==> src/rtl/vga_frame_timer_if.sv <==
// Raster and board-tile scan bundle from the frame timer to the pixel colour generator.
// Latency: n/a (signal bundle only).
// Backpressure: none; the consumer samples on pix_en and cannot stall the scan.
interface vga_frame_timer_if #(
    parameter int CW  = 10,
    parameter int TCW = 3,
    parameter int TRW = 3,
    parameter int PXW = 6,
    parameter int PYW = 6
);
    logic           pix_en;
    logic           hsync;
    logic           vsync;
    logic           sync_b;
    logic           blank_b;
    logic [CW-1:0]  x;
    logic [CW-1:0]  y;
    logic           frame_start;
    logic           line_start;
    logic           in_board;
    logic [TCW-1:0] tile_col;
    logic [TRW-1:0] tile_row;
    logic [PXW-1:0] tile_px;
    logic [PYW-1:0] tile_py;

    modport master (
        output pix_en, hsync, vsync, sync_b, blank_b, x, y,
               frame_start, line_start, in_board,
               tile_col, tile_row, tile_px, tile_py
    );

    modport slave (
        input  pix_en, hsync, vsync, sync_b, blank_b, x, y,
               frame_start, line_start, in_board,
               tile_col, tile_row, tile_px, tile_py
    );
endinterface

==> src/rtl/vga_frame_timer.sv <==
// VGA sync/blank/raster generator with incrementally tracked board tile row/col/offset.
// Latency: 0 strobes; every output describes the pixel presented with pix_en.
// Backpressure: none; free-running from clk, only rst stops the scan.
module vga_frame_timer #(
    parameter int H_ACTIVE = 640,
    parameter int H_FP     = 16,
    parameter int H_SYNC   = 96,
    parameter int H_BP     = 48,
    parameter int V_ACTIVE = 480,
    parameter int V_FP     = 10,
    parameter int V_SYNC   = 2,
    parameter int V_BP     = 33,
    parameter int CLK_DIV  = 2,
    parameter bit SYNC_POL = 1'b0,
    parameter int CW       = 10,
    parameter int TILES_X  = 8,
    parameter int TILES_Y  = 8,
    parameter int TILE_W   = 60,
    parameter int TILE_H   = 60,
    parameter int BOARD_X0 = 80,
    parameter int BOARD_Y0 = 0
) (
    input  logic clk,
    input  logic rst,
    vga_frame_timer_if.master vid
);
    localparam int H_TOTAL = H_ACTIVE + H_FP + H_SYNC + H_BP;
    localparam int V_TOTAL = V_ACTIVE + V_FP + V_SYNC + V_BP;
    localparam int HS_BEG  = H_ACTIVE + H_FP;
    localparam int HS_END  = HS_BEG + H_SYNC;
    localparam int VS_BEG  = V_ACTIVE + V_FP;
    localparam int VS_END  = VS_BEG + V_SYNC;
    localparam int BX_END  = BOARD_X0 + TILES_X * TILE_W;
    localparam int BY_END  = BOARD_Y0 + TILES_Y * TILE_H;
    localparam int DW      = (CLK_DIV > 1) ? $clog2(CLK_DIV) : 1;
    localparam int TCW     = (TILES_X > 1) ? $clog2(TILES_X) : 1;
    localparam int TRW     = (TILES_Y > 1) ? $clog2(TILES_Y) : 1;
    localparam int PXW     = (TILE_W > 1) ? $clog2(TILE_W) : 1;
    localparam int PYW     = (TILE_H > 1) ? $clog2(TILE_H) : 1;

    // Refuse configurations whose board or counters cannot fit.
    if (CLK_DIV < 1) begin : g_bad_div
        $error("vga_frame_timer: CLK_DIV must be at least 1");
    end
    if (BX_END > H_ACTIVE) begin : g_bad_board_x
        $error("vga_frame_timer: board extends past the active width");
    end
    if (BY_END > V_ACTIVE) begin : g_bad_board_y
        $error("vga_frame_timer: board extends past the active height");
    end
    if ((H_TOTAL - 1) >= (1 << CW) || (V_TOTAL - 1) >= (1 << CW)) begin : g_bad_cw
        $error("vga_frame_timer: CW too small for the line/frame totals");
    end

    logic [DW-1:0]  div;
    logic           stb;
    logic [CW-1:0]  h, v, h_nxt, v_nxt;
    logic           h_wrap;
    int             hn, vn;
    logic [PXW-1:0] tpx, tpx_nxt;
    logic [PYW-1:0] tpy, tpy_nxt;
    logic [TCW-1:0] tcol, tcol_nxt;
    logic [TRW-1:0] trow, trow_nxt;
    logic           hs_nxt, vs_nxt, blank_nxt, inb_nxt;

    assign stb    = (div == DW'(CLK_DIV - 1));
    assign h_wrap = (h == CW'(H_TOTAL - 1));
    assign hn     = int'(h_nxt);
    assign vn     = int'(v_nxt);

    // Composite sync is not used by the display path.
    assign vid.sync_b = 1'b1;

    // Next raster position and the decoded levels that go with it.
    always_comb begin
        h_nxt = h_wrap ? '0 : h + 1'b1;
        v_nxt = v;
        if (h_wrap) begin
            v_nxt = (v == CW'(V_TOTAL - 1)) ? '0 : v + 1'b1;
        end
        hs_nxt    = (hn >= HS_BEG && hn < HS_END) ? SYNC_POL : !SYNC_POL;
        vs_nxt    = (vn >= VS_BEG && vn < VS_END) ? SYNC_POL : !SYNC_POL;
        blank_nxt = (hn < H_ACTIVE) && (vn < V_ACTIVE);
        inb_nxt   = (hn >= BOARD_X0) && (hn < BX_END) &&
                    (vn >= BOARD_Y0) && (vn < BY_END);
    end

    // Tile counters restart at the board edge and step with the scan, so no divider is needed.
    always_comb begin
        tpx_nxt  = tpx + 1'b1;
        tcol_nxt = tcol;
        if (h_nxt == CW'(BOARD_X0)) begin
            tpx_nxt  = '0;
            tcol_nxt = '0;
        end else if (tpx == PXW'(TILE_W - 1)) begin
            tpx_nxt  = '0;
            tcol_nxt = tcol + 1'b1;
        end
        tpy_nxt  = tpy;
        trow_nxt = trow;
        if (h_wrap) begin
            if (v_nxt == CW'(BOARD_Y0)) begin
                tpy_nxt  = '0;
                trow_nxt = '0;
            end else if (tpy == PYW'(TILE_H - 1)) begin
                tpy_nxt  = '0;
                trow_nxt = trow + 1'b1;
            end else begin
                tpy_nxt  = tpy + 1'b1;
            end
        end
    end

    // Pixel-enable divider: counts 0..CLK_DIV-1, strobe on the last count.
    always_ff @(posedge clk) begin
        if (rst) begin
            div <= '0;
        end else begin
            div <= stb ? '0 : div + 1'b1;
        end
    end

    // Scan position; reset parks on the last pixel so the first strobe lands on (0,0).
    always_ff @(posedge clk) begin
        if (rst) begin
            h    <= CW'(H_TOTAL - 1);
            v    <= CW'(V_TOTAL - 1);
            tpx  <= '0;
            tpy  <= '0;
            tcol <= '0;
            trow <= '0;
        end else if (stb) begin
            h    <= h_nxt;
            v    <= v_nxt;
            tpx  <= tpx_nxt;
            tpy  <= tpy_nxt;
            tcol <= tcol_nxt;
            trow <= trow_nxt;
        end
    end

    // All outputs load together on the strobe edge so they carry zero skew.
    always_ff @(posedge clk) begin
        if (rst) begin
            vid.pix_en      <= 1'b0;
            vid.hsync       <= !SYNC_POL;
            vid.vsync       <= !SYNC_POL;
            vid.blank_b     <= 1'b0;
            vid.x           <= '0;
            vid.y           <= '0;
            vid.frame_start <= 1'b0;
            vid.line_start  <= 1'b0;
            vid.in_board    <= 1'b0;
            vid.tile_col    <= '0;
            vid.tile_row    <= '0;
            vid.tile_px     <= '0;
            vid.tile_py     <= '0;
        end else begin
            vid.pix_en <= stb;
            if (stb) begin
                vid.hsync       <= hs_nxt;
                vid.vsync       <= vs_nxt;
                vid.blank_b     <= blank_nxt;
                vid.x           <= h_nxt;
                vid.y           <= v_nxt;
                vid.frame_start <= (h_nxt == '0) && (v_nxt == '0);
                vid.line_start  <= (h_nxt == '0);
                vid.in_board    <= inb_nxt;
                vid.tile_col    <= inb_nxt ? tcol_nxt : '0;
                vid.tile_row    <= inb_nxt ? trow_nxt : '0;
                vid.tile_px     <= inb_nxt ? tpx_nxt  : '0;
                vid.tile_py     <= inb_nxt ? tpy_nxt  : '0;
            end
        end
    end
endmodule

==> src/flat_wrapper.sv <==
// flat-port wrapper written by rule: the top's interface ports become plain ports
module vga_frame_timer_flat 
#(
    parameter int H_ACTIVE = 640,
    parameter int H_FP     = 16,
    parameter int H_SYNC   = 96,
    parameter int H_BP     = 48,
    parameter int V_ACTIVE = 480,
    parameter int V_FP     = 10,
    parameter int V_SYNC   = 2,
    parameter int V_BP     = 33,
    parameter int CLK_DIV  = 2,
    parameter bit SYNC_POL = 1'b0,
    parameter int CW       = 10,
    parameter int TILES_X  = 8,
    parameter int TILES_Y  = 8,
    parameter int TILE_W   = 60,
    parameter int TILE_H   = 60,
    parameter int BOARD_X0 = 80,
    parameter int BOARD_Y0 = 0
)
  (clk, rst, vid_pix_en, vid_hsync, vid_vsync, vid_sync_b, vid_blank_b, vid_x, vid_y, vid_frame_start, vid_line_start, vid_in_board, vid_tile_col, vid_tile_row, vid_tile_px, vid_tile_py);
  vga_frame_timer_if #(.CW(CW), .TCW(3), .TRW(3), .PXW(6), .PYW(6)) vid_i ();
  input  logic clk;
  input  logic rst;
  output wire logic [$bits(vid_i.pix_en)-1:0] vid_pix_en;
  output wire logic [$bits(vid_i.hsync)-1:0] vid_hsync;
  output wire logic [$bits(vid_i.vsync)-1:0] vid_vsync;
  output wire logic [$bits(vid_i.sync_b)-1:0] vid_sync_b;
  output wire logic [$bits(vid_i.blank_b)-1:0] vid_blank_b;
  output wire logic [$bits(vid_i.x)-1:0] vid_x;
  output wire logic [$bits(vid_i.y)-1:0] vid_y;
  output wire logic [$bits(vid_i.frame_start)-1:0] vid_frame_start;
  output wire logic [$bits(vid_i.line_start)-1:0] vid_line_start;
  output wire logic [$bits(vid_i.in_board)-1:0] vid_in_board;
  output wire logic [$bits(vid_i.tile_col)-1:0] vid_tile_col;
  output wire logic [$bits(vid_i.tile_row)-1:0] vid_tile_row;
  output wire logic [$bits(vid_i.tile_px)-1:0] vid_tile_px;
  output wire logic [$bits(vid_i.tile_py)-1:0] vid_tile_py;
  assign vid_pix_en = vid_i.pix_en;
  assign vid_hsync = vid_i.hsync;
  assign vid_vsync = vid_i.vsync;
  assign vid_sync_b = vid_i.sync_b;
  assign vid_blank_b = vid_i.blank_b;
  assign vid_x = vid_i.x;
  assign vid_y = vid_i.y;
  assign vid_frame_start = vid_i.frame_start;
  assign vid_line_start = vid_i.line_start;
  assign vid_in_board = vid_i.in_board;
  assign vid_tile_col = vid_i.tile_col;
  assign vid_tile_row = vid_i.tile_row;
  assign vid_tile_px = vid_i.tile_px;
  assign vid_tile_py = vid_i.tile_py;
  vga_frame_timer #(.H_ACTIVE(H_ACTIVE), .H_FP(H_FP), .H_SYNC(H_SYNC), .H_BP(H_BP), .V_ACTIVE(V_ACTIVE), .V_FP(V_FP), .V_SYNC(V_SYNC), .V_BP(V_BP), .CLK_DIV(CLK_DIV), .SYNC_POL(SYNC_POL), .CW(CW), .TILES_X(TILES_X), .TILES_Y(TILES_Y), .TILE_W(TILE_W), .TILE_H(TILE_H), .BOARD_X0(BOARD_X0), .BOARD_Y0(BOARD_Y0)) u_core (.clk(clk), .rst(rst), .vid(vid_i));
endmodule
==> config.mk <==
export PLATFORM = sky130hd
export DESIGN_NAME = vga_frame_timer_flat
export DESIGN_NICKNAME = d
export VERILOG_FILES = /design/src/rtl/vga_frame_timer_if.sv /design/src/rtl/vga_frame_timer.sv /design/src/flat_wrapper.sv
export SDC_FILE = /design/constraint.sdc
export NUM_CORES = 1
export LEC_CHECK = 0
export ABC_AREA = 1
export CAP_MARGIN = 25
export CORE_MARGIN = 4
export CORE_UTILIZATION = 50
export CTS_BUF_LIST = sky130_fd_sc_hd__clkbuf_16
export CTS_CLUSTER_DIAMETER = 120
export DETAILED_ROUTE_END_ITERATION = 8
export GPL_TIMING_DRIVEN = 0
export PLACE_DENSITY = 0.76
export SYNTH_ARGS = -nofsm -noshare
export SYNTH_HDL_FRONTEND = slang
export SYNTH_SLANG_ARGS = --single-unit
==> constraint.sdc <==
create_clock -name clk -period 1.8 [get_ports clk]
set_input_delay 0.36 -clock clk [delete_from_list [all_inputs] [get_ports clk]]
set_output_delay 0.36 -clock clk [all_outputs]
set_load 0.05 [all_outputs]
; After elaboration in Yosys (flattened, before gate mapping)
; Cells that the tools add are included.
; W data, S select, Z words.
[word_totals]
elab_cells = 70
ram_bits = 0
rom_bits = 0
out_inout_bits = 46
regBits = 84
latchBits = 0
n_memories = 0
in_bits = 2
[classes]
div = 0
n_bitwise = 0
eq_ne = 5
addsub = 7
n_shift = 0
mux = 19
n_mul = 0
reduce_logical = 10
n_lt_le_gt_ge = 9
[ops]
columns = operator, n
row1 = $mux W6, 7
row2 = $lt A10 B10 Y1 const B, 3
row3 = $mux W10, 3
row4 = $mux W3, 7
row5 = $add A10 B1 Y10 const B, 2
row6 = $eq A10 B10 Y1 const B, 2
row7 = $logic_not A10 Y1, 2
row8 = $lt A10 B9 Y1 const B, 2
row9 = $add A6 B1 Y6 const B, 2
row10 = $eq A6 B6 Y1 const B, 2
row11 = $eq A10 B7 Y1 const B, 1
row12 = $ge A10 B1 Y1 const B, 1
row13 = $ge A10 B10 Y1 const B, 1
row14 = $ge A10 B7 Y1 const B, 1
row15 = $ge A10 B9 Y1 const B, 1
row16 = $logic_and A1 B1 Y1, 7
row17 = $add A3 B1 Y3 const B, 2
row18 = $mux W1, 2
row19 = $reduce_or A2 Y1, 1
row20 = $add A1 B1 Y1 const B, 1

; Depth between registers and ports, before layout
[depth]
word_depth = 7
depth_mapped = 16

; Least setup slack after synthesis
; Ideal clock, no wire load.
[synth_timing]
path_type = reg2reg
from = register u_core.h[0]
to = register u_core.trow[1]
synth_period_minus_slack_ns = 1.910
required_ns = 1.691
path_buffers = 1
path_stages_with_launch = 16
slack_ns = -0.110
arrival_time_ns = 1.801
path_cell_list = dfxtp_1 -> ha_1 -> nand2_2 -> nor2_4 -> nand3_4 -> buf_6 -> nand2_2 -> inv_2 -> nor2_2 -> nand2_2 -> nor2_4 -> nand3_4 -> nand2_1 -> nand3_1 -> nand2_1 -> inv_1
[synth_between]
elab_chain_len = 5
[synth_lines]
columns = element, line_no
row1 = from (decl), vga_frame_timer.sv:57  ; logic [CW-1:0] h, v, h_nxt, v_nxt;
row2 = from (signal assigned), vga_frame_timer.sv:126  ; h <= CW'(H_TOTAL - 1);
row3 = from (signal assigned), vga_frame_timer.sv:133  ; h <= h_nxt;
row4 = $eq A10 B10 Y1 *, vga_frame_timer.sv:67  ; assign h_wrap = (h == CW'(H_TOTAL - 1));
row5 = $mux W10, vga_frame_timer.sv:78  ; if (h_wrap) begin
row6 = $logic_not A10 Y1, vga_frame_timer.sv:102  ; if (v_nxt == CW'(BOARD_Y0)) begin
row7 = $mux W3, vga_frame_timer.sv:102
row8 = $mux W3 *, vga_frame_timer.sv:101  ; if (h_wrap) begin
row9 = to (signal assigned), vga_frame_timer.sv:138  ; trow <= trow_nxt;
row10 = to (decl), vga_frame_timer.sv:63  ; logic [TRW-1:0] trow, trow_nxt;
; Mark *: on every way between the ends. The rest lies on a longest branch, timed or not.
; A chain may end at the register's enable or synchronous reset.

; Worst setup path in the final report
[layout_timing]
from = register u_core.h[1]
to = register u_core.tpx[2]
[layout_between]
elab_chain_len = 4
word_cells_on_any_way = 5
[layout_lines]
columns = element, line_no
row1 = $add A10 B1 Y10 or $eq A10 B10 Y1 (tied branches), "vga_frame_timer.sv:76, vga_frame_timer.sv:67"
row2 = $mux W10 *, vga_frame_timer.sv:76  ; h_nxt = h_wrap ? '0 : h + 1'b1;
row3 = $eq A10 B7 Y1 *, vga_frame_timer.sv:92  ; if (h_nxt == CW'(BOARD_X0)) begin
row4 = $mux W6 *, vga_frame_timer.sv:92
row5 = to (signal assigned), vga_frame_timer.sv:135  ; tpx <= tpx_nxt;
row6 = to (decl), vga_frame_timer.sv:60  ; logic [PXW-1:0] tpx, tpx_nxt;
; Marks and branches as above.

==> results.md <==
* Maximum vdd ir drop at 0.5798 mV
* Mapped Nets at 560
* Hpwl dp at slightly below 7 mm
* Worst-path cell chain: ha_4 -> nand2_4 -> nor2_4 -> nor2_1 -> nor3_2 -> nand2_1 -> nor3_4 -> nand2_4 -> buf_4 -> nand3_4 -> o21ai_1
* Total grt overflow at 0
* CTS tree: yes
* Startpoint Class: flip-flop
* Commonest non-fill, non-tap cells in the layout: 164 x nand2_1, 68 x dfxtp_1, 57 x inv_1
* Violated checks: setup timing
* Crit path max fanout at 5
* CP Class: flip-flop to flip-flop
* CTS Sinks at 74
* Ant diodes at 0
* Top Family by Delay on Critical Path: simple AND/OR/NAND/NOR gates
* Vias at between 3000 and 4000
* Critical-path top delay cell: dfxtp_4
* Tmin final at 2170 ps
* Synth Cell Area at between 3000 and 4000 um2
* H-Tree Depth at 3
* Std cell rows at 31
* Clock transition at path regs at 60 ps
* Crit-path most repeated cell: nand2_4
* Slew Viols, Final at 0
* CP endpoint kind: flip-flop
* Die W at 95.24 um
* Die height at 95.24 um
* Clock Path Buffers at 2
* Post-synth EDFFs at 0
* CP required at 2010 ps
* Yosys cell types at 38
* GR Util All Layers at 0.2518
* Initial antenna violation count at 0
* Worst Tran Pin Value at around 630 ps
* Syn Area/Cell at just under 7 um2
* Full die area at 9070 um2
* Placer Congestion at 0.9364
* First drt pass iteration count at 5
* Total negative slack at -12340 ps
* Final Skew at 7.412 ps
* Initial DRC Count at 358
* Worst Hold Class: flip-flop to flip-flop
* Clk_lat worst skew at roughly 330 ps
* Leak at around 2.5 nW
* Final period util at 1.205
* CP max stage delay at ~370 ps
* Fin. Hold Viols at 0
* Final net count at between 600 and 700
* Total Wirelength at 11.23 mm
* Root buf cell: clkbuf_16
* Post-route cell area at between 5000 and 6000 um2
* Place WS at -672.0 ps
* Max Fclk at 460.9 MHz
* Run status: complete, but fails checks
* Layout filler cell count at 541
* Async SR Flop Fraction at 0
* Setup ws final at -369.9 ps
* Slew margin rel. at 0.5779
* Worst Path Arrival at 2380 ps
* Starting Density at 0.5190
* Area after DPL at 4422 um2
* Placeable Area at 7331 um2
* Number of global-route vias before repair at between 3000 and 4000
* Top_reg_cell synth: dfxtp_1
* Final core utilization at 0.7139
* Antenna viol nets, final at 0
* Layout cells sized above 1 at 0.2632
* Seq cells post-synth at between 70 and 80
* DRC viols at 0
* Final-report setup violation count at 43
* Buf/Inv on CP at 1
* Largest net degree at the start of global routing at 13
* Commonest non-fill, non-tap cell in the layout: nand2_1
* CTS Buf Count at 9
* Area grow syn2layout at 37.55%
* First-pass GRT wire length at 17.91 mm
* Cells after Synth at 550
* Hold_buf cts at 0
* Power per Cell Area at 994.3 nW/um2
* IO Count at 48
* Number of synthesis warnings at 0
* Port bufs at 46
* Maxcap violations at 0
* Wire per inst at 15.08 um
* RSZ-0062 raised after global routing: true
* Via-per-instance ratio at 5.334
* Sequential fraction of the synthesis area at 0.3893
worst paths after layout:
kind / depth (start not counted) / to / slack [ps] / startpoint
worst min register to register: 2 / u_core.vid.tile_py[2]$_SDFFE_PP0P_ / 450 / u_core.vid.tile_py[2]$_SDFFE_PP0P_
worst max-delay path: 11 / u_core.tpx[2]$_SDFFE_PP0P_ / -370 / u_core.h[1]$_SDFFE_PP1P_
worst max register to register: 11 / u_core.tpx[2]$_SDFFE_PP0P_ / -370 / u_core.h[1]$_SDFFE_PP1P_
worst min-delay path: 2 / u_core.vid.tile_py[2]$_SDFFE_PP0P_ / 450 / u_core.vid.tile_py[2]$_SDFFE_PP0P_
metal layers:
layer  GRT usage  up-vias  routed length (um)
met1      0.3298     1853                4700
met5           0        -                   0
met4     0.08534        0                 275
li1            -     1932                   -
met3     0.03946       30                 667
met2      0.4210      159                5591
where the power goes:
group	total (mW)	internal (mW)	switching, mW
combinational	1.80	0.656	1.14
clock	1.61	0.915	0.695
sequential	1.80	1.72	0.0742
total	5.20	3.29	1.91
cells by family (layout without fill, tap and decap cells):
logic type	Yosys count	count (layout)	share of synthesized area
simple gates	301	302	0.3525
xor+xnor	10	10	0.02302
fa+ha+maj	8	8	0.02631
flops	74	74	0.3893
buf+inv	89	184	0.1019
other cells	1	1	0.0009856
compound gates	67	67	0.1059
Yosys cell counts, types with 10 or more instances:
| cell type | number | area, um2 |
|---|---|---|
| o21ai_0 | 28 | 140.1 |
| buf_4 | 11 | 82.58 |
| clkbuf_1 | 10 | 37.54 |
| nand4_1 | 11 | 68.82 |
| nor2_1 | 44 | 165.2 |
| o22ai_1 | 12 | 75.07 |
| inv_1 | 58 | 217.7 |
| nand3_1 | 35 | 175.2 |
| nand2_1 | 182 | 683.2 |
| dfxtp_1 | 74 | 1481 |
layout make-up:
type	count	area, um2	share of cell area
multi-input cells	388	2256	0.4310
flip-flops and latches	74	1494	0.2854
repair buffers	81	701.9	0.1341
inverters	64	245.2	0.04686
clock buffers	9	225.2	0.04303
plain buffers	24	151.4	0.02893
well taps	99	123.9	0.02367
clock inverters	6	36.28	0.006933
per-stage QoR:
| step | instances | hold WS [ps] | total power, mW |
|---|---|---|---|
| 6_report | 745 | 450.8 | 5.204 |
| 3_5_place_dp | 695 | 437.8 | 3.080 |
| 2_1_floorplan | 550 | 429.1 | 2.765 |
| 3_3_place_gp | 695 | 438.9 | 3.057 |
| 4_1_cts | 733 | 453.5 | 4.991 |
| 5_1_grt | 745 | 469.3 | 5.411 |
registers in the layout (all words and copies together), names as in the netlist, 3 cells and up:
name	count
u_core.vid.x	10
u_core.vid.y	10
u_core.h	7
u_core.tpx	6
u_core.tpy	6
u_core.vid.tile_px	6
u_core.vid.tile_py	6
u_core.tcol	3
u_core.trow	3
u_core.v	3
u_core.vid.tile_col	3
u_core.vid.tile_row	3
timing repair:
| action | in CTS | in global routing |
|---|---|---|
| endpoints found under the setup margin | 114 | 65 |
| buffers inserted | 22 | 12 |
| gates cloned | 2 | 0 |
| resized for setup | 113 | 48 |
| pin swaps | 24 | 16 |
worst register-to-register path: stages (launching register included):
cell	delay, ps
dfxtp_4	370
ha_4	150
nand2_4	60
nor2_4	190
nor2_1	80
nor3_2	300
nand2_1	170
nor3_4	280
nand2_4	160
buf_4	170
nand3_4	60
o21ai_1	70
Power figures use the tool's default switching activity.
